[src/rtl/fstep_pkg.sv]
// rtl/fstep_pkg.sv - shared constants, types and helpers for the frame step sequencer
//
// Purpose: coordinate width, ball and player geometry, reset positions,
// sequencer state encodings and the clamp/magnitude helpers used by the
// cover test.
package fstep_pkg;

  localparam int COORD_W     = 10;
  localparam int BALL_SIZE   = 40;
  localparam int BALL_R      = BALL_SIZE / 2;
  localparam int BALL_R2     = BALL_R * BALL_R;
  localparam int PLAYER_SIZE = 64;

  typedef logic [COORD_W-1:0] coord_t;

  typedef struct packed {
    coord_t x;
    coord_t y;
  } pos_t;

  localparam pos_t P1_INIT   = '{x: 10'd50,  y: 10'd176};
  localparam pos_t P2_INIT   = '{x: 10'd260, y: 10'd176};
  localparam pos_t BALL_INIT = '{x: 10'd260, y: 10'd120};

  localparam logic [2:0] S_IDLE   = 3'd0;
  localparam logic [2:0] S_LATCH  = 3'd1;
  localparam logic [2:0] S_CLAMP  = 3'd2;
  localparam logic [2:0] S_SQX    = 3'd3;
  localparam logic [2:0] S_SQY    = 3'd4;
  localparam logic [2:0] S_ISSUE  = 3'd5;
  localparam logic [2:0] S_WAIT   = 3'd6;
  localparam logic [2:0] S_COMMIT = 3'd7;

  // Nearest point of the player box [lo, lo+PLAYER_SIZE-1] to v.
  function automatic logic [11:0] clamp_box(input logic [11:0] v, input logic [11:0] lo);
    logic [11:0] hi;
    hi = lo + 12'(PLAYER_SIZE - 1);
    if (v < lo) return lo;
    else if (v > hi) return hi;
    else return v;
  endfunction

  // Magnitude of a signed 12-bit difference; the clamp keeps it below 2048.
  function automatic logic [10:0] mag11(input logic [11:0] d);
    logic [11:0] n;
    n = d[11] ? (12'd0 - d) : d;
    return n[10:0];
  endfunction

endpackage

[src/rtl/fstep_cover.sv]
// rtl/fstep_cover.sv - ball-vs-player overlap test with one shared squarer
//
// Purpose: on start_i, clamps the ball centre into the selected player box
// and registers |dx|,|dy|; the next cycle squares dx, the third squares dy,
// adds it and raises done_o with cover_o = (dx^2 + dy^2 <= radius^2).
// Ports:
//   clk_i, rst_i      clock, synchronous active-high reset
//   start_i           one-cycle start (sequencer CLAMP state)
//   sel_i             0 = player 1 box, 1 = player 2 box
//   ball_i, p1_i, p2_i positions used for the test
//   done_o, cover_o   result valid in the third cycle
module fstep_cover
  import fstep_pkg::*;
(
  input  logic clk_i,
  input  logic rst_i,
  input  logic start_i,
  input  logic sel_i,
  input  pos_t ball_i,
  input  pos_t p1_i,
  input  pos_t p2_i,
  output logic done_o,
  output logic cover_o
);

  localparam logic [1:0] PH_IDLE = 2'd0;
  localparam logic [1:0] PH_SQX  = 2'd1;
  localparam logic [1:0] PH_SQY  = 2'd2;

  logic [1:0]  phase_q;
  logic [10:0] ax_q, ay_q;
  logic [21:0] acc_q;
  pos_t        pl;
  logic [11:0] cx, cy, px, py;
  logic [10:0] sq_op;
  logic [21:0] sq, sum;

  always_comb begin
    pl = sel_i ? p2_i : p1_i;
    cx = {2'b00, ball_i.x} + 12'(BALL_R);
    cy = {2'b00, ball_i.y} + 12'(BALL_R);
    px = clamp_box(cx, {2'b00, pl.x});
    py = clamp_box(cy, {2'b00, pl.y});
  end

  // Single squarer: dx in SQX, dy in SQY.
  assign sq_op = (phase_q == PH_SQX) ? ax_q : ay_q;
  assign sq    = {11'd0, sq_op} * {11'd0, sq_op};
  assign sum   = acc_q + sq;

  assign done_o  = (phase_q == PH_SQY);
  assign cover_o = (sum <= 22'(BALL_R2));

  always_ff @(posedge clk_i) begin
    if (rst_i) begin
      phase_q <= PH_IDLE;
      ax_q    <= '0;
      ay_q    <= '0;
      acc_q   <= '0;
    end else begin
      case (phase_q)
        PH_IDLE: if (start_i) begin
          ax_q    <= mag11(cx - px);
          ay_q    <= mag11(cy - py);
          phase_q <= PH_SQX;
        end
        PH_SQX: begin
          acc_q   <= sq;
          phase_q <= PH_SQY;
        end
        default: phase_q <= PH_IDLE;
      endcase
    end
  end

endmodule

[src/rtl/frame_step_ctrl.sv]
// rtl/frame_step_ctrl.sv - per-frame sequencer driving the physics step handshake
//
// Purpose: each frame_tick latches buttons, computes both cover flags from
// the displayed positions, pulses en_o, waits for phy_valid_i and commits
// positions and saturating scores into display registers.
// Optional watchdog: define FSTEP_WDOG_EN to abort WAIT after TIMEOUT cycles.
// Ports:
//   clk_i, rst_i                 clock, synchronous active-high reset
//   frame_tick_i                 one pulse per video frame
//   p1_btn_i, p2_btn_i           {smash, jump, right, left}
//   phy_*_i                      physics positions, valid, game_over, winner
//   en_o                         physics step start (one cycle)
//   p*_op_*_o, p*_is_smash_o     latched ops, stable across the step
//   p1_cover_o, p2_cover_o       ball overlaps player box
//   disp_*_o                     committed positions
//   score_p1_o, score_p2_o       saturating scores; match_over_o sticky
//   frame_done_o                 one-cycle pulse in COMMIT
//   overrun_cnt_o                saturating count of dropped ticks
//   step_err_o                   sticky watchdog abort
module frame_step_ctrl
  import fstep_pkg::*;
#(
  parameter int TIMEOUT   = 64,
  parameter int MAX_SCORE = 15
) (
  input  logic         clk_i,
  input  logic         rst_i,
  input  logic         frame_tick_i,
  input  logic [3:0]   p1_btn_i,
  input  logic [3:0]   p2_btn_i,
  input  logic [9:0]   phy_p1_x_i,
  input  logic [9:0]   phy_p1_y_i,
  input  logic [9:0]   phy_p2_x_i,
  input  logic [9:0]   phy_p2_y_i,
  input  logic [9:0]   phy_ball_x_i,
  input  logic [9:0]   phy_ball_y_i,
  input  logic         phy_valid_i,
  input  logic         phy_game_over_i,
  input  logic [1:0]   phy_winner_i,
  output logic         en_o,
  output logic         p1_op_move_left_o,
  output logic         p1_op_move_right_o,
  output logic         p1_op_jump_o,
  output logic         p1_is_smash_o,
  output logic         p2_op_move_left_o,
  output logic         p2_op_move_right_o,
  output logic         p2_op_jump_o,
  output logic         p2_is_smash_o,
  output logic         p1_cover_o,
  output logic         p2_cover_o,
  output logic [9:0]   disp_p1_x_o,
  output logic [9:0]   disp_p1_y_o,
  output logic [9:0]   disp_p2_x_o,
  output logic [9:0]   disp_p2_y_o,
  output logic [9:0]   disp_ball_x_o,
  output logic [9:0]   disp_ball_y_o,
  output logic [3:0]   score_p1_o,
  output logic [3:0]   score_p2_o,
  output logic         match_over_o,
  output logic         frame_done_o,
  output logic [7:0]   overrun_cnt_o,
  output logic         step_err_o
);

  localparam logic [3:0] MAX4 = 4'(MAX_SCORE);

  logic [2:0] state_q, state_d;
  logic       sel_q;
  logic [3:0] p1_ops_q, p2_ops_q;
  logic       p1_cover_q, p2_cover_q;
  pos_t       p1_q, p2_q, ball_q;
  logic [3:0] score1_q, score2_q, score1_d, score2_d;
  logic       go_prev_q, match_over_q;
  logic [7:0] overrun_q;
  logic       cov_done, cov_hit;
  logic       wdog_expire;

`ifdef FSTEP_WDOG_EN
  localparam int WD_W = $clog2(TIMEOUT + 1);
  localparam logic [WD_W-1:0] WD_LAST = WD_W'(TIMEOUT - 1);
  logic [WD_W-1:0] wdog_q;
  logic            step_err_q;
  assign wdog_expire = (wdog_q == WD_LAST);
  assign step_err_o  = step_err_q;
`else
  logic [31:0] unused_timeout;
  assign unused_timeout = 32'(TIMEOUT);
  assign wdog_expire    = 1'b0;
  assign step_err_o     = 1'b0;
`endif

  // disp registers only move in COMMIT, so they are stable cover inputs
  // for the whole LATCH..SQY window.
  fstep_cover u_cover (
    .clk_i   (clk_i),
    .rst_i   (rst_i),
    .start_i (state_q == S_CLAMP),
    .sel_i   (sel_q),
    .ball_i  (ball_q),
    .p1_i    (p1_q),
    .p2_i    (p2_q),
    .done_o  (cov_done),
    .cover_o (cov_hit)
  );

  // Score only on the rising edge of game_over across commits.
  always_comb begin
    score1_d = score1_q;
    score2_d = score2_q;
    if (phy_game_over_i && !go_prev_q) begin
      if (phy_winner_i == 2'd1 && score1_q != MAX4) score1_d = score1_q + 4'd1;
      if (phy_winner_i == 2'd2 && score2_q != MAX4) score2_d = score2_q + 4'd1;
    end
  end

  always_comb begin
    state_d = state_q;
    case (state_q)
      S_IDLE:   if (frame_tick_i && !match_over_q) state_d = S_LATCH;
      S_LATCH:  state_d = S_CLAMP;
      S_CLAMP:  state_d = S_SQX;
      S_SQX:    state_d = S_SQY;
      S_SQY:    if (cov_done) state_d = sel_q ? S_ISSUE : S_CLAMP;
      S_ISSUE:  state_d = S_WAIT;
      S_WAIT: begin
        if (phy_valid_i) state_d = S_COMMIT;
        else if (wdog_expire) state_d = S_IDLE;
      end
      default:  state_d = S_IDLE;
    endcase
  end

  always_ff @(posedge clk_i) begin
    if (rst_i) begin
      state_q      <= S_IDLE;
      sel_q        <= 1'b0;
      p1_ops_q     <= '0;
      p2_ops_q     <= '0;
      p1_cover_q   <= 1'b0;
      p2_cover_q   <= 1'b0;
      p1_q         <= P1_INIT;
      p2_q         <= P2_INIT;
      ball_q       <= BALL_INIT;
      score1_q     <= '0;
      score2_q     <= '0;
      go_prev_q    <= 1'b0;
      match_over_q <= 1'b0;
      overrun_q    <= '0;
`ifdef FSTEP_WDOG_EN
      wdog_q       <= '0;
      step_err_q   <= 1'b0;
`endif
    end else begin
      state_q <= state_d;
      if (frame_tick_i && state_q != S_IDLE && overrun_q != 8'hFF)
        overrun_q <= overrun_q + 8'd1;
      case (state_q)
        S_LATCH: begin
          p1_ops_q <= p1_btn_i;
          p2_ops_q <= p2_btn_i;
          sel_q    <= 1'b0;
        end
        S_SQY: if (cov_done) begin
          if (sel_q) p2_cover_q <= cov_hit;
          else begin
            p1_cover_q <= cov_hit;
            sel_q      <= 1'b1;
          end
        end
`ifdef FSTEP_WDOG_EN
        S_ISSUE: wdog_q <= '0;
        S_WAIT: begin
          if (!phy_valid_i && wdog_expire) step_err_q <= 1'b1;
          else wdog_q <= wdog_q + WD_W'(1);
        end
`endif
        S_COMMIT: begin
          p1_q         <= '{x: phy_p1_x_i, y: phy_p1_y_i};
          p2_q         <= '{x: phy_p2_x_i, y: phy_p2_y_i};
          ball_q       <= '{x: phy_ball_x_i, y: phy_ball_y_i};
          score1_q     <= score1_d;
          score2_q     <= score2_d;
          go_prev_q    <= phy_game_over_i;
          match_over_q <= match_over_q | (score1_d == MAX4) | (score2_d == MAX4);
        end
        default: ;
      endcase
    end
  end

  assign en_o               = (state_q == S_ISSUE);
  assign frame_done_o       = (state_q == S_COMMIT);
  assign p1_op_move_left_o  = p1_ops_q[0];
  assign p1_op_move_right_o = p1_ops_q[1];
  assign p1_op_jump_o       = p1_ops_q[2];
  assign p1_is_smash_o      = p1_ops_q[3];
  assign p2_op_move_left_o  = p2_ops_q[0];
  assign p2_op_move_right_o = p2_ops_q[1];
  assign p2_op_jump_o       = p2_ops_q[2];
  assign p2_is_smash_o      = p2_ops_q[3];
  assign p1_cover_o         = p1_cover_q;
  assign p2_cover_o         = p2_cover_q;
  assign disp_p1_x_o        = p1_q.x;
  assign disp_p1_y_o        = p1_q.y;
  assign disp_p2_x_o        = p2_q.x;
  assign disp_p2_y_o        = p2_q.y;
  assign disp_ball_x_o      = ball_q.x;
  assign disp_ball_y_o      = ball_q.y;
  assign score_p1_o         = score1_q;
  assign score_p2_o         = score2_q;
  assign match_over_o       = match_over_q;
  assign overrun_cnt_o      = overrun_q;

endmodule

[config.mk]
export PLATFORM = sky130hd
export DESIGN_NAME = frame_step_ctrl
export DESIGN_NICKNAME = d
export VERILOG_FILES = /design/src/rtl/fstep_pkg.sv /design/src/rtl/fstep_cover.sv /design/src/rtl/frame_step_ctrl.sv
export SDC_FILE = /design/constraint.sdc
export NUM_CORES = 1
export LEC_CHECK = 0
export ABC_CLOCK_PERIOD_IN_PS = 15400
export CAP_MARGIN = 40
export CORE_MARGIN = 4
export CORE_UTILIZATION = 60
export DETAILED_ROUTE_END_ITERATION = 7
export PLACE_DENSITY = 0.83
export SLEW_MARGIN = 30
export SYNTH_ARGS = -nofsm -noshare
export SYNTH_HDL_FRONTEND = slang
export SYNTH_SLANG_ARGS = --single-unit
[constraint.sdc]
create_clock -name clk_i -period 15.4 [get_ports clk_i]
set_input_delay 3.08 -clock clk_i [delete_from_list [all_inputs] [get_ports clk_i]]
set_output_delay 3.08 -clock clk_i [all_outputs]
set_load 0.05 [all_outputs]
; Word level (Yosys, flattened, before mapping)
; Cells that the tools add are included.
[totals]
input_bits = 75
rom_bits = 0
latchBits = 0
regBits = 138
mem_bits_rw = 0
memories = 0
[op_classes]
muxes = 21
n_reduce_logical = 17
eq_ne = 20
n_bitwise = 3
add_sub_neg = 12
order_cmp = 5
div = 0
multipliers = 1
shift = 0
[op_table]
columns = operator, n
row1 = $mux 12, 4
row2 = $mux 11, 3
row3 = $gt 12x12->1, 2
row4 = $lt 12x10->1, 2
row5 = $sub 11x12->12, 2
row6 = $add 10x5->11 const B, 2
row7 = $add 10x6->11 const B, 2
row8 = $add 22x22->22, 1
row9 = $le 22x9->1 const B, 1
row10 = $mul 11x11->22, 1
row11 = $sub 1x11->11 const A, 2
row12 = $pmux 3 s7, 1
row13 = $mux 20, 1
row14 = $mux 4, 4
row15 = $eq 3x3->1 const B, 4
row16 = $mux 3, 4
row17 = $reduce_and 3->1, 3
row18 = $add 4x1->4 const B, 2
row19 = $add 8x1->8 const B, 1
row20 = $eq 4x4->1 const B, 2
row21 = $ne 4x4->1 const B, 2
row22 = $ne 8x8->1 const B, 1
row23 = $eq 3x2->1 const B, 2
row24 = $logic_and 1x1->1, 6
row25 = 17 further kinds, 24

; Logic depth before layout (Yosys ltp)
; Gate-level depths: netlist of the first run.
[logic_depth]
ltp_word = 8
depth_mapped = 36

; Modules after synthesis
; A second synthesis of the first run with hierarchy kept.
[unflattened]
hier_cells = 1633
area_unflattened_um2 = 13077.5
[by_module_without_submodules]
columns = mod, instances, cells_each, area_per_inst_um2
row1 = fstep_cover, 1, 1187, 9424.0
row2 = frame_step_ctrl, 1, 446, 3653.5

; Worst setup path after synthesis of the first run
; No wires, ideal clock.
[synth_timing]
kind = reg2reg
startpoint = register u_cover.phase_q[1]
endpoint = register p1_cover_q, in the netlist p1_cover_o
t_arrival_ns = 7.792
setup_ns = 0.070
slack_ns = 7.538
required_time_ns = 15.330
period_less_slack_ns = 7.862
path_stages_with_launch = 34
path_cell_list = dfxtp_1 -> nand2b_1 -> buf_2 -> clkbuf_1 -> nand2_1 -> nand2_1 -> nand2_1 -> fa_1 -> inv_1 -> fa_1 -> inv_1 -> fa_1 -> inv_1 -> fa_1 -> inv_1 -> fa_1 -> inv_1 -> ha_1 -> a2111oi_0 -> o21ai_0 -> a41oi_2 -> o21bai_1 -> a21oi_1 -> xnor2_1 -> ha_1 -> a21o_1 -> a21o_1 -> a221o_1 -> a2111oi_4 -> o31ai_2 -> or3b_1 -> a2111oi_2 -> mux2i_1 -> o21ai_1
[synth_via]
elab_chain_len = 5
word_cells_on_any_way = 7
[synth_rtl]
columns = element, line_no
row1 = start: declaration, fstep_cover.sv:30  ; logic [1:0] phase_q;
row2 = start signal: assignment, fstep_cover.sv:56  ; phase_q <= PH_IDLE;
row3 = start signal: assignment, fstep_cover.sv:65  ; phase_q <= PH_SQX;
row4 = start signal: assignment, fstep_cover.sv:69  ; phase_q <= PH_SQY;
row5 = $eq 2x1->1, fstep_cover.sv:47  ; assign sq_op = (phase_q == PH_SQX) ? ax_q : ay_q;
row6 = $mux 11, fstep_cover.sv:47
row7 = $mul 11x11->22, fstep_cover.sv:48  ; assign sq = {11'd0, sq_op} * {11'd0, sq_op};
row8 = via u_cover.sq[14], fstep_cover.sv:36  ; logic [21:0] sq, sum;
row9 = $add 22x22->22, fstep_cover.sv:49  ; assign sum = acc_q + sq;
row10 = $le 22x9->1, fstep_cover.sv:52  ; assign cover_o = (sum <= 22'(BALL_R2));
row11 = end signal: assignment, frame_step_ctrl.sv:166  ; p1_cover_q <= cov_hit;
row12 = end: declaration, frame_step_ctrl.sv:70  ; logic p1_cover_q, p2_cover_q;
; The timed path passes the listed nets, and every way through them passes these cells.
; A chain may end at the register's enable or synchronous reset.

; Worst setup path in the final report of the first run
; Same ends and word-level chain as after synthesis.

==> metrics list, run 1 <==
- Max IR drop VDD: 0.0000716 V
- Via count of the first global-routing pass: 12100
* Path depth of the worst reg2reg path: 32
- For this design the top-level I/O count stands at 165.
- In this run the tool buffered the top-level ports with 163 buffer cells.
- Wire length after detailed routing: 33400 µm
- Total of warnings raised by yosys: 0
- The path class of the tightest hold or removal check is reg2reg.
- Across every metal layer, demand over resource in global routing totals 0.283.
* Cts hold-fix bufs: 0
* Final instance area: 15400 µm²
- Buffers added to address setup during post-CTS repair amount to 0.
- Fraction of power consumed by the clock network: 0.404
- Pin count of the biggest net entering global routing: 81
- Fmax achieved: 111 MHz
- The routed layout has 11900 vias.
- Area contributors post-synth: dfxtp_1 21%, ha_1 14%, fa_1 10%, nand2_1 7.5%, a21oi_1 4.5%
* Final weighted congestion in routability-driven placement: 0.948
- The sequential cells in the finished layout cover a total of 2740 µm².
* Post-synth net total: 1936
- The run finished with clean final reports.
- Number of detailed-route iterations in the first pass: 5
- Cell at the root of the clock tree: clkbuf_16
- Share of the synthesized area in the top cell type: 0.211
- Post-Synthesis Mean Instance Area: 7.86 µm²
* Primary flip-flop cell chosen by synthesis mapping: dfxtp_1
- Instance count after placement with tap cells included: 2038
- Tightest slew margin relative to the limit: 0.425
- In this run the register-to-register setup slack is 6380 ps.
- The worst path in the final design needs a cycle of 9020 ps, including I/O delays and setup.
* Library cell occupying the most area in the post-synthesis netlist: dfxtp_1
- In this run, synthesis inferred 0 flip-flops with an integrated enable.
- After detailed routing, the average wire length per cell comes to 16.1 µm.
* Area of the core: 21200 µm²
- Cell seen most often among critical-path stages: inv_1
- Wire length of the first global-routing pass: 57300 µm
- Ratio of cells with drive above 1 in the final layout: 0.0484
- The die covers 24100 µm².
* Startpoint of the most critical register-to-register path: u_cover.phase_q[1]$_SDFFE_PP0P_
- Number of buffers added by the clock tree synthesis step: 17
- Final worst hold slack: 461 ps
- In the finished design, the share of the clock period the worst path needs comes to 0.586.
- For this design the total switching power over the nets is 0.000313 W.
- For this run, the slowest stage of the critical path takes 580 ps.
* Switching part of the total: 0.313
- Source-to-sink clock delay at the later pin of the worst-skew pair: 430 ps
* Critical path data arrival time: 9370 ps
- Setup violations remaining at the end of the flow were counted as 0.
- The final hold violation count came to 0.
- Setup repair after global routing left no endpoint under its margin.
- MaxCap Viol Count: 0
- The clock drives 137 sinks.
* Antenna violations before repair: 0
- In this run, the number of DRC markers left after iteration 0 of detailed routing was 760.
- Number of nets in the finished design: 2068
- Routed via count divided by cell count: 5.75
- The share of total power dissipated in sequential elements is 0.376.
- The filler cells instantiated in the layout total 1691.
* Start point of the worst min-delay path: u_cover.acc_q[18]$_SDFFE_PP0P_
* Cell area power density: 64.8 nW/µm²
- Commonest non-fill, non-tap cell in the layout: nand2_1
- The worst setup path is launched from a flop.
- STA puts the critical path data required time at 15750 ps.
- The share of total power dissipated in combinational logic is 0.220.
- For this run the aggregate overflow at the end of global routing stands at 0.
* Non-filler cells in the finished layout: 2072
- TritonCTS clock tree: done
* Setup Total Neg Slack: 0 ps
* Slowest stage cell on the critical path: mux2i_1
- Combined area of all synthesized cells: 13000 µm²
- CP Max Fanout: 38
* Multi-input logic area: 9450 µm²
- Initial core utilization: 0.614
- STA classifies the critical path endpoint as a flop.
* Die width: 155 µm
- Slew @ Worst Pin: 839 ps
* Post-synthesis register bit count: 137
- For hold timing, the worst endpoint is u_cover.acc_q[18]$_SDFFE_PP0P_.
* Worst hold path stage count: 2
- In this run the vertical extent of the chip is 155 µm.
* Clock Path Buffers: 2
- The wire-length estimate of the detail-placed layout is 25900 µm.
- The top cell types in the final layout, fill and taps aside, are 260 x nand2_1, 162 x clkdlybuf4s50_1, 157 x nor2_1.
* Placed Area: 14800 µm²
- DRC: 0
- Antenna Cells: 0
- Clock Skew: 13.9 ps
- Number of library cell types mapped by synthesis: 77
- H-tree levels: 4
- In this run the remaining antenna-violating nets after routing total 0.
- Cell internal pwr: 0.000687 W
* Static leakage power: 6.79 nW
* Register area share after synthesis: 0.211
* Quantity of gates resized following cts: 0
- Area Overhead vs Synth: 18.7%
- Worst reg2reg endpoint: p1_cover_o$_SDFFE_PP0P_
- Post-synthesis async set-or-reset flop share: 0
- Standard-cell row count: 53
- The final max-slew violation count came to 0.
* Syn Inst Count: 1652
- The worst setup path is of the reg2reg kind.
* Clock transition time at the flip-flop clock pins of the worst setup and hold paths: 60 ps
sequential cells by signal, indices dropped and copies added (netlist names), 2 cells and up:
register / flops
u_cover.acc_q: 21
u_cover.ax_q: 11
u_cover.ay_q: 11
disp_ball_x_o: 10
disp_ball_y_o: 10
disp_p1_x_o: 10
disp_p1_y_o: 10
disp_p2_x_o: 10
disp_p2_y_o: 10
overrun_cnt_o: 8
p1_ops_q: 4
p2_ops_q: 4
score_p1_o: 4
score_p2_o: 4
state_q: 3
u_cover.phase_q: 2
synthesized netlist by cell type, types with 11 or more instances:
cell type / n
nand2_1: 260
nor3_1: 33
mux2_2: 11
o21ai_0: 53
ha_1: 143
nor2_1: 157
a211oi_1: 29
a21o_1: 24
or2_2: 14
clkbuf_1: 46
dfxtp_1: 137
fa_1: 66
a31oi_1: 15
xnor2_1: 58
xor2_1: 34
o211ai_1: 13
nor2b_1: 22
inv_1: 151
nand3_1: 20
nand4_1: 18
nand3b_1: 25
a21oi_1: 118
mux2i_1: 39
or3_1: 15
o21a_1: 18
critical path, delay by kind of cell (launching register included):
family / cells / cell delay, ps
and+or+nand+nor: 3 / 730
buffers and inverters: 7 / 960
adders and majority gates: 7 / 3090
AOI/OAI and AO/OA: 12 / 2810
DFF: 1 / 420
muxes: 2 / 730
xor gates and xnor gates: 1 / 170
through the flow:
stage / worst slack (ps) / util / power (W)
global route: 5930 / 0.729 / 0.00105
CTS: 6470 / 0.727 / 0.00100
global placement: 6960 / 0.699 / 0.000593
detailed placement: 6500 / 0.700 / 0.000599
finish: 6380 / 0.729 / 0.00100
floorplan: 7540 / - / 0.000533
cell families (layout without fill, tap and decap cells):
logic type,after synthesis,count (layout),share of synthesized area
multiplexers,50,50,0.0396
AND/OR/NAND/NOR,611,611,0.215
flip-flops,137,137,0.211
buffers and inverters,213,358,0.0628
AO/OA/AOI/OAI,339,339,0.169
XOR/XNOR,92,92,0.0621
other,1,1,0.000289
adder cells (fa/ha/maj),209,209,0.240
power groups by stage:
stage	logic, W	registers, W	clock network, W
floorplan	0.000147	0.000386	0
global placement	0.000210	0.000383	0
detailed placement	0.000216	0.000383	0
CTS	0.000219	0.000375	0.000409
global route	0.000247	0.000377	0.000426
finish	0.000220	0.000376	0.000404
how the worst max path moves through the flow:
stage	depth (start not counted)	slack (ps)	end	start
global placement	29	6960	p2_cover_o$_SDFFE_PP0P_	u_cover.phase_q[0]$_SDFFE_PP0P_
global route	32	5930	p2_cover_o$_SDFFE_PP0P_	u_cover.phase_q[1]$_SDFFE_PP0P_
floorplan	33	7540	p1_cover_o$_SDFFE_PP0P_	u_cover.phase_q[1]$_SDFFE_PP0P_
detailed placement	32	6500	p1_cover_o$_SDFFE_PP0P_	u_cover.phase_q[1]$_SDFFE_PP0P_
finish	32	6380	p1_cover_o$_SDFFE_PP0P_	u_cover.phase_q[1]$_SDFFE_PP0P_
CTS	32	6470	p1_cover_o$_SDFFE_PP0P_	u_cover.phase_q[1]$_SDFFE_PP0P_
cell type report:
class / instances / area share
Multi-Input combinational cell: 1302 / 0.613
Clock inverter: 13 / 0.00869
Inverter: 152 / 0.0370
Clock buffer: 19 / 0.0287
Sequential cell: 137 / 0.178
Tap cell: 275 / 0.0223
Timing Repair Buffer: 174 / 0.112
metal layers:
metal  global-route usage  wire length [µm]  vias up
met5                    0                 0        -
met4               0.0753               616        0
met3               0.0604              2160       44
met2                0.479             15900      357
met1                0.369             14700     5605
li1                     -                 -     5917
No activity file was read; power rests on OpenSTA's default activity.
==> inputs of run 2 (changes only) <==
--- a/config.mk
+++ b/config.mk
@@ -5,12 +5,12 @@
 export SDC_FILE = /design/constraint.sdc
 export NUM_CORES = 1
 export LEC_CHECK = 0
-export ABC_CLOCK_PERIOD_IN_PS = 15400
+export ABC_CLOCK_PERIOD_IN_PS = 8700
 export CAP_MARGIN = 40
 export CORE_MARGIN = 4
-export CORE_UTILIZATION = 60
+export CORE_UTILIZATION = 58
 export DETAILED_ROUTE_END_ITERATION = 7
-export PLACE_DENSITY = 0.83
+export PLACE_DENSITY = 0.81
 export SLEW_MARGIN = 30
 export SYNTH_ARGS = -nofsm -noshare
 export SYNTH_HDL_FRONTEND = slang
==> constraint.sdc (replaced) <==
create_clock -name clk_i -period 8.7 [get_ports clk_i]
set_input_delay 1.74 -clock clk_i [delete_from_list [all_inputs] [get_ports clk_i]]
set_output_delay 1.74 -clock clk_i [all_outputs]
set_load 0.05 [all_outputs]
==> run 2 against run 1 <==
  * Register-to-register slack worse by 5900 ps
  * Non-clock buffer count is 10 higher
  * Critical endpoint is now p2_cover_o$_SDFFE_PP0P_
  * Routed wire length is 1.0% higher
  * Critical path type unchanged
  * Final cell count is 0.77% higher
  * Clock power is 80% higher
  * Global-route usage is 0.79 points lower
  * Critical path depth stayed put
  * Count of clock-buffer cells in the layout is 2 lower
  * Highest routed layer unchanged
  * Die area is 3.3% higher
==> metrics list, run 2 (synthesis gave the netlist of run 1 again) <==
- The total length of routed met2 wires was 16700 µm (+5.0%).
- Switching part of the total: 0.329 (+0.0165)
- Post-route antenna net violation count: 0 (unchanged)
- The peak fanout along the critical path was 14 (-63%).
- Outcome: complete, no violations
* Number of detailed-route iterations in the first pass: 5 (unchanged)
- The initial antenna violation count is 1 (+1).
* Total gr overflow: 0 (unchanged)
- Startpoint of the most critical register-to-register path: u_cover.phase_q[1]$_SDFFE_PP0P_
- The fraction of final layout cells with drive strength greater than 1 came to 0.0553 (+0.00693).
* Final worst hold slack: 462 ps (+1.56 ps)
- The library cell used most frequently in the layout, excluding fill and tap cells, is nand2_1.
- Kind of critical path: reg2reg
* Cell area power density: 115 nW/µm² (+78%)
- H-tree levels: 4 (unchanged)
* Length of routed wiring on met1: 14200 µm (-3.6%)
* Tightest slew margin relative to the limit: 0.470 (+0.0454)
* DRC: 0 (unchanged)
- Worst Setup Start Kind: flop
- Critical path data arrival time: 8530 ps (-840 ps)
- Slew @ Worst Pin: 773 ps (-66.2 ps)
- Among all stages on the critical path, the largest delay is contributed by fa_1.
- The register with the most flip-flops in the final layout is u_cover.acc_q.
* All-layer global routing usage: 0.275 (-0.00787)
- The part of the power in registers was 0.372 (-0.004).
- Pin count of the biggest net entering global routing: 78 (-3.7%)
- Start point of the worst min-delay path: u_cover.acc_q[6]$_SDFFE_PP0P_
- The critical path's largest stage delay was 540 ps (-40 ps).
- The switching power total was 0.000589 W (+88%).
- The final cycle utilization of the critical path is 0.940 (+0.354).
- Average wire length per cell after detail routing: 16.2 µm (+0.26%)
- The final count of negative-setup-slack endpoints came to 0 (unchanged).
- Fraction of power consumed by the clock network: 0.406 (+0.002)
- Most frequent cells in the layout: 259 x nand2_1, 162 x clkdlybuf4s50_1, 157 x nor2_1
* Fin. Hold Viols: 0 (unchanged)
* Iteration-0 DRC count of the detailed router: 656 (-14%)
* Area of the core: 21900 µm² (+3.5%)
- Wire length of the first global-routing pass: 56400 µm (-1.5%)
- Cts hold-fix bufs: 0 (unchanged)
* MaxCap Viol Count: 0 (unchanged)
* TritonCTS clock tree: done
- The number of global-route vias before repair came to 11800 (-1.8%).
- Via total after detailed routing: 12000 (+0.39%)
- The timing-limited maximum frequency was 122 MHz (+10%).
- Clock Path Buffers: 2 (unchanged)
- The clock-pin slew on the worst setup and hold paths came to 70 ps (about the same).
- The top-level I/O count is 165 (unchanged).
- RSZ-0062 raised after global routing: no
* Worst reg2reg endpoint: p2_cover_o$_SDFFE_PP0P_
- Number of buffers added by the clock tree synthesis step: 17 (unchanged)
- Seq. cell area: 2740 µm² (unchanged)
- The setup TNS is 0 ps (unchanged).
* Die footprint: 24800 µm² (+3.3%)
* Registers with the most flip-flops: u_cover.acc_q x21, u_cover.ax_q x11, u_cover.ay_q x11
* Routed via count divided by cell count: 5.73 (-0.38%)
- Initial core utilization: 0.593 (-0.0207)
* Number of nets in the finished design: 2078 (+0.48%)
- Flip-flop count of the largest register, all copies and words added: 21 (unchanged)
- Sort of element at the end of the critical path: flop
- The routed wire length was 33700 µm (+1.0%).
- Number of max-slew violations in the final report: 0 (unchanged)
- Combinational fraction of design power: 0.222 (+0.002)
- Area Overhead vs Synth: 19.4%
- The minimum clock period was 8180 ps (-844 ps).
- Path depth of the worst reg2reg path: 32 (unchanged)
* Die width: 158 µm (+1.6%)
* Standard-cell row count: 54 (+1.9%)
- The internal power consumption is 0.00120 W (+74%).
* Final weighted congestion in routability-driven placement: 0.928 (-2.2%)
- Detailed route wirelength on metal3: 1970 µm (-8.5%)
- Number of input and output port buffers inserted: 163 (unchanged)
* DPL Wire Length: 26700 µm (+3.2%)
- In this run the clock root is driven by a clkbuf_16.
* Register-to-register setup slack: 520 ps (-5860 ps)
- Multi-input logic area: 9450 µm² (unchanged)
- The post-CTS repair timing setup buffer count came to 0 (unchanged).
- The number of clock sinks was 137 (unchanged).
- In this run the worst hold path is classified as reg2reg.
- The path with the worst hold slack has its endpoint at u_cover.acc_q[6]$_SDFFE_PP0P_.
* WP data required: 9050 ps (-6700 ps)
* Worst hold path stage count: 2 (unchanged)
- The die boundary height came to 158 µm (+1.6%).
* Static leakage power: 6.84 nW (+0.65%)
- The largest clock skew in the final design is 23.9 ps (+9.98 ps).
- Source-to-sink clock delay at the later pin of the worst-skew pair: 430 ps (about the same)
- Uppermost metal layer occupied by signal nets: met4
- Fill count: 1811 (+7.1%)
* Max IR drop VDD: 0.000119 V (+67%)
==> run 2: worst max-delay path by stage <==
stage	startpoint	cells after the start	slack, ps	endpoint
2_1_floorplan	u_cover.phase_q[1]$_SDFFE_PP0P_	33	840	p1_cover_o$_SDFFE_PP0P_
3_3_place_gp	u_cover.phase_q[1]$_SDFFE_PP0P_	32	660	p1_cover_o$_SDFFE_PP0P_
3_5_place_dp	u_cover.phase_q[1]$_SDFFE_PP0P_	32	390	p2_cover_o$_SDFFE_PP0P_
4_1_cts	u_cover.phase_q[1]$_SDFFE_PP0P_	32	400	p2_cover_o$_SDFFE_PP0P_
5_1_grt	u_cover.phase_q[1]$_SDFFE_PP0P_	32	1	p2_cover_o$_SDFFE_PP0P_
6_report	u_cover.phase_q[1]$_SDFFE_PP0P_	32	520	p2_cover_o$_SDFFE_PP0P_
==> run 2: power by group through the flow <==
stage / Clock, W / Sequential, W / Combinational [W]
finish: 0.000726 / 0.000664 / 0.000397
global route: 0.000765 / 0.000666 / 0.000444
CTS: 0.000739 / 0.000664 / 0.000398
detailed placement: 0 / 0.000678 / 0.000394
global placement: 0 / 0.000678 / 0.000387
floorplan: 0 / 0.000682 / 0.000261
==> run 2: cell type report <==
cell class | count | share of cell area
antenna | 1 | 0.000161
clock buffer | 17 | 0.0274
clock inverter | 15 | 0.0107
inverter | 152 | 0.0368
multi-input combinational | 1302 | 0.610
sequential | 137 | 0.177
tap | 280 | 0.0226
timing repair buffer | 184 | 0.116
==> run 2: layer usage <==
layer,global-route usage,up-vias
met4,0.0918,0
met1,0.329,5649
li1,-,5941
met5,0,-
met2,0.488,326
met3,0.0629,54
==> run 2: metrics by stage <==
stage,instances,util,setup slack (ps),cell area (µm²),power (W)
2_1_floorplan,1652,-,838,13000,0.000943
3_3_place_gp,2052,0.679,660,14900,0.00106
3_5_place_dp,2054,0.680,394,14900,0.00107
4_1_cts,2086,0.707,398,15500,0.00180
5_1_grt,2088,0.708,1.19,15500,0.00187
6_report,2088,0.708,521,15500,0.00179
==> run 2: worst max-delay path: cells and delay by family (launching register included) <==
| kind | cells | cell delay, ps |
|---|---|---|
| and+or+nand+nor | 5 | 1050 |
| adders and majority gates | 7 | 3220 |
| buffers and inverters | 6 | 500 |
| DFF | 1 | 410 |
| muxes | 1 | 150 |
| xor gates and xnor gates | 1 | 160 |
| AOI/OAI and AO/OA | 12 | 2630 |
==> run 2: timing repair <==
| action | CTS | global route |
|---|---|---|
| setup endpoints to repair | 0 | 2 |
| gates resized for setup | 0 | 3 |
| hold endpoints to repair | 0 | 0 |
==> inputs of run 3 (changes only) <==
--- a/config.mk
+++ b/config.mk
@@ -5,11 +5,12 @@
 export SDC_FILE = /design/constraint.sdc
 export NUM_CORES = 1
 export LEC_CHECK = 0
-export ABC_CLOCK_PERIOD_IN_PS = 8700
+export ABC_CLOCK_PERIOD_IN_PS = 8130
 export CAP_MARGIN = 40
 export CORE_MARGIN = 4
 export CORE_UTILIZATION = 58
 export DETAILED_ROUTE_END_ITERATION = 7
+export MAX_ROUTING_LAYER = met4
 export PLACE_DENSITY = 0.81
 export SLEW_MARGIN = 30
 export SYNTH_ARGS = -nofsm -noshare
==> constraint.sdc (replaced) <==
create_clock -name clk_i -period 8.13 [get_ports clk_i]
set_input_delay 1.626 -clock clk_i [delete_from_list [all_inputs] [get_ports clk_i]]
set_output_delay 1.626 -clock clk_i [all_outputs]
set_load 0.05 [all_outputs]
==> run 3 against run 2 <==
  * Clock skew shrank 11 ps
  * Maximum frequency grew 4.4%
  * Final cell count grew 0.81%
  * Critical path depth grew 1
  * Largest power group unchanged
==> metrics list, run 3 (synthesis gave the netlist of run 1 again) <==
* Clock Path Buffers: 2 (unchanged)
- The weighted congestion at the end of routability-driven global placement came to 1.01 (+8.7%).
- The worst reg-to-reg path cell count came to 33 (+3.1%).
* Number of detailed-route iterations in the first pass: 5 (unchanged)
* Outcome: complete, no violations
* Launching instance or port of the critical path: u_cover.phase_q[1]$_SDFFE_PP0P_
- The static leakage is 6.91 nW (+1.1%).
- Start point of the worst min-delay path: u_cover.acc_q[19]$_SDFFE_PP0P_
- Number of endpoints failing setup at the final stage: 0 (unchanged)
- The critical path in this run is classified as reg2reg.
- The number of placement rows is 54 (unchanged).
- Worst Setup Start Kind: flop
- Largest delay contributor family on the critical path: adder cells
- WP data required: 8470 ps (-580 ps)
- Total gr overflow: 0 (unchanged)
* Cell at the root of the clock tree: clkbuf_16
* Number of buffer and inverter instances along the worst setup path: 7 (+1)
- H-tree levels: 4 (unchanged)
* Startpoint of the most critical register-to-register path: u_cover.phase_q[1]$_SDFFE_PP0P_
- Initial core utilization: 0.593 (unchanged)
- The data arrival at the endpoint of the critical path came to 8180 ps (-350 ps).
* Commonest non-fill, non-tap cell in the layout: nand2_1
* Slowest Stage Delay on Critical Path: 550 ps (about the same)
- Ratio of cells with drive above 1 in the final layout: 0.0795 (+0.0242)
- The number of clock sinks is 137 (unchanged).
- Via count of the first global-routing pass: 11800 (-0.76%)
* CP Max Fanout: 10 (-4)
- The final hold violation count came to 0 (unchanged).
- The largest individual stage delay along the critical path comes from the cell fa_1.
- The headroom to the max-slew limit was 0.458 (-0.0117).
* Wire length of the first global-routing pass: 56000 µm (-0.71%)
- Max IR drop VDD: 0.000135 V (+14%)
- The top-level I/O count is 165 (unchanged).
- The maximum number of pins on one net before global-route repair came to 70 (-10%).
* Slew @ Worst Pin: 790 ps (+17.0 ps)
- The area of the core was 21900 µm² (unchanged).
- Setup repair after global routing left no endpoint under its margin.
* Utilization of the core after routing: 0.723 (+0.0150)
* Clock Skew: 12.8 ps (-11.0 ps)
- The number of flip-flops under the largest register name came to 21 (unchanged).
* Cell area power density: 122 nW/µm² (+6.2%)
* Min-delay worst type: reg2reg
* Chip Height: 158 µm (unchanged)
- The number of cells on the worst hold path was 2 (unchanged).
- The final antenna-violating net count is 0 (unchanged).
* Average wire length per cell after detail routing: 16.2 µm (+0.19%)
* MaxCap Viol Count: 0 (unchanged)
- The number of input and output port buffers inserted came to 163 (unchanged).
- Area Overhead vs Synth: 21.9%
- Fmax achieved: 128 MHz (+4.4%)
- TritonCTS clock tree: done
- Top reg by flops: u_cover.acc_q
- The path length in cells of the critical path came to 33 (+3.1%).
- Fin crit share: 0.964 (+0.0235)
* Sort of element at the end of the critical path: flop
* Number of max-slew violations in the final report: 0 (unchanged)
- The largest registers in the layout are u_cover.acc_q x21, u_cover.ax_q x11, u_cover.ay_q x11.
- Setup Total Neg Slack: 0 ps (unchanged)
- The layout net count came to 2095 (+0.82%).
- The ratio of routed vias to standard cells was 5.68 (-0.89%).
- The overall fraction of global-route tracks in use was 0.283 (+0.00741).
* Die footprint: 24800 µm² (unchanged)
* Wire length after detailed routing: 34100 µm (+1.0%)
- Number of buffers added by the clock tree synthesis step: 17 (unchanged)
* Iteration-0 DRC count of the detailed router: 707 (+7.8%)
- The initial antenna violation count came to 1 (unchanged).
- The minimum clock period was 7830 ps (-345 ps).
- Source-to-sink clock delay at the later pin of the worst-skew pair: 430 ps (about the same)
* Die width: 158 µm (unchanged)
- The number of design rule violations left after detail routing came to 0 (unchanged).
- DPL Wire Length: 26800 µm (+0.40%)
- Via total after detailed routing: 12000 (-0.084%)
* Most frequent cells in the layout: 258 x nand2_1, 162 x clkdlybuf4s50_1, 154 x nor2_1
- The clock-pin slew on the worst setup and hold paths came to 60 ps (about the same).
[run 3: cell count changes in the layout (fill, tap and decap cells not counted), sizes merged]
cell    delta
inv        -1
clkinv     +1
clkbuf     +1
buf       +16
[run 3: layout make-up]
cell class                 count  area [µm²]
clock buffer                  17         425
timing repair buffer         201        1970
inverter                     152         574
sequential                   137        2750
antenna                        1        2.50
multi-input combinational   1302        9610
tap                          280         350
clock inverter                15         151
fill                        1734        6060
[run 3: what timing repair did]
action                     4_1_cts  5_1_grt
setup endpoints to repair        2        2
gates cloned                     0        1
hold buffers                     0        0
pin swaps                        1        9
buffers inserted                 0        4
gates resized for setup          4       39
[run 3: worst paths after layout]
check	to	slack [ps]
worst max register to register	p1_cover_o$_SDFFE_PP0P_	300
worst min register to register	u_cover.acc_q[19]$_SDFFE_PP0P_	460
worst min-delay path	u_cover.acc_q[19]$_SDFFE_PP0P_	460
worst max-delay path	p1_cover_o$_SDFFE_PP0P_	300
[run 3: worst min-delay path, cell delays in order (launching register included)]
cell and delay, ps:
dfxtp_1 310, nand2_1 50, a21oi_1 50
[run 3: power breakdown]
part	total (W)	switching (W)	internal, W
Combinational	0.000460	0.000262	0.000198
Sequential	0.000712	0.0000218	0.000690
Clock	0.000766	0.000357	0.000409
Total	0.00194	0.000640	0.00130
[run 3: per-layer routing]
layer	global-route usage	routed length (µm)
met3	0.0484	1690
met2	0.476	16500
met4	0.0701	700
met5	-	0
met1	0.355	15200
[run 3: stage by stage]
step           cell area (µm²)  instances  setup WS (ps)  hold slack (ps)  power (W)
4_1_cts                  15600       2098           54.1              464    0.00192
5_1_grt                  15800       2105           21.9              486    0.00203
6_report                 15800       2105            296              464    0.00194
2_1_floorplan            13000       1652            268              436    0.00101
3_3_place_gp             15000       2064            281              447    0.00115
3_5_place_dp             15000       2066          -85.7              456    0.00116
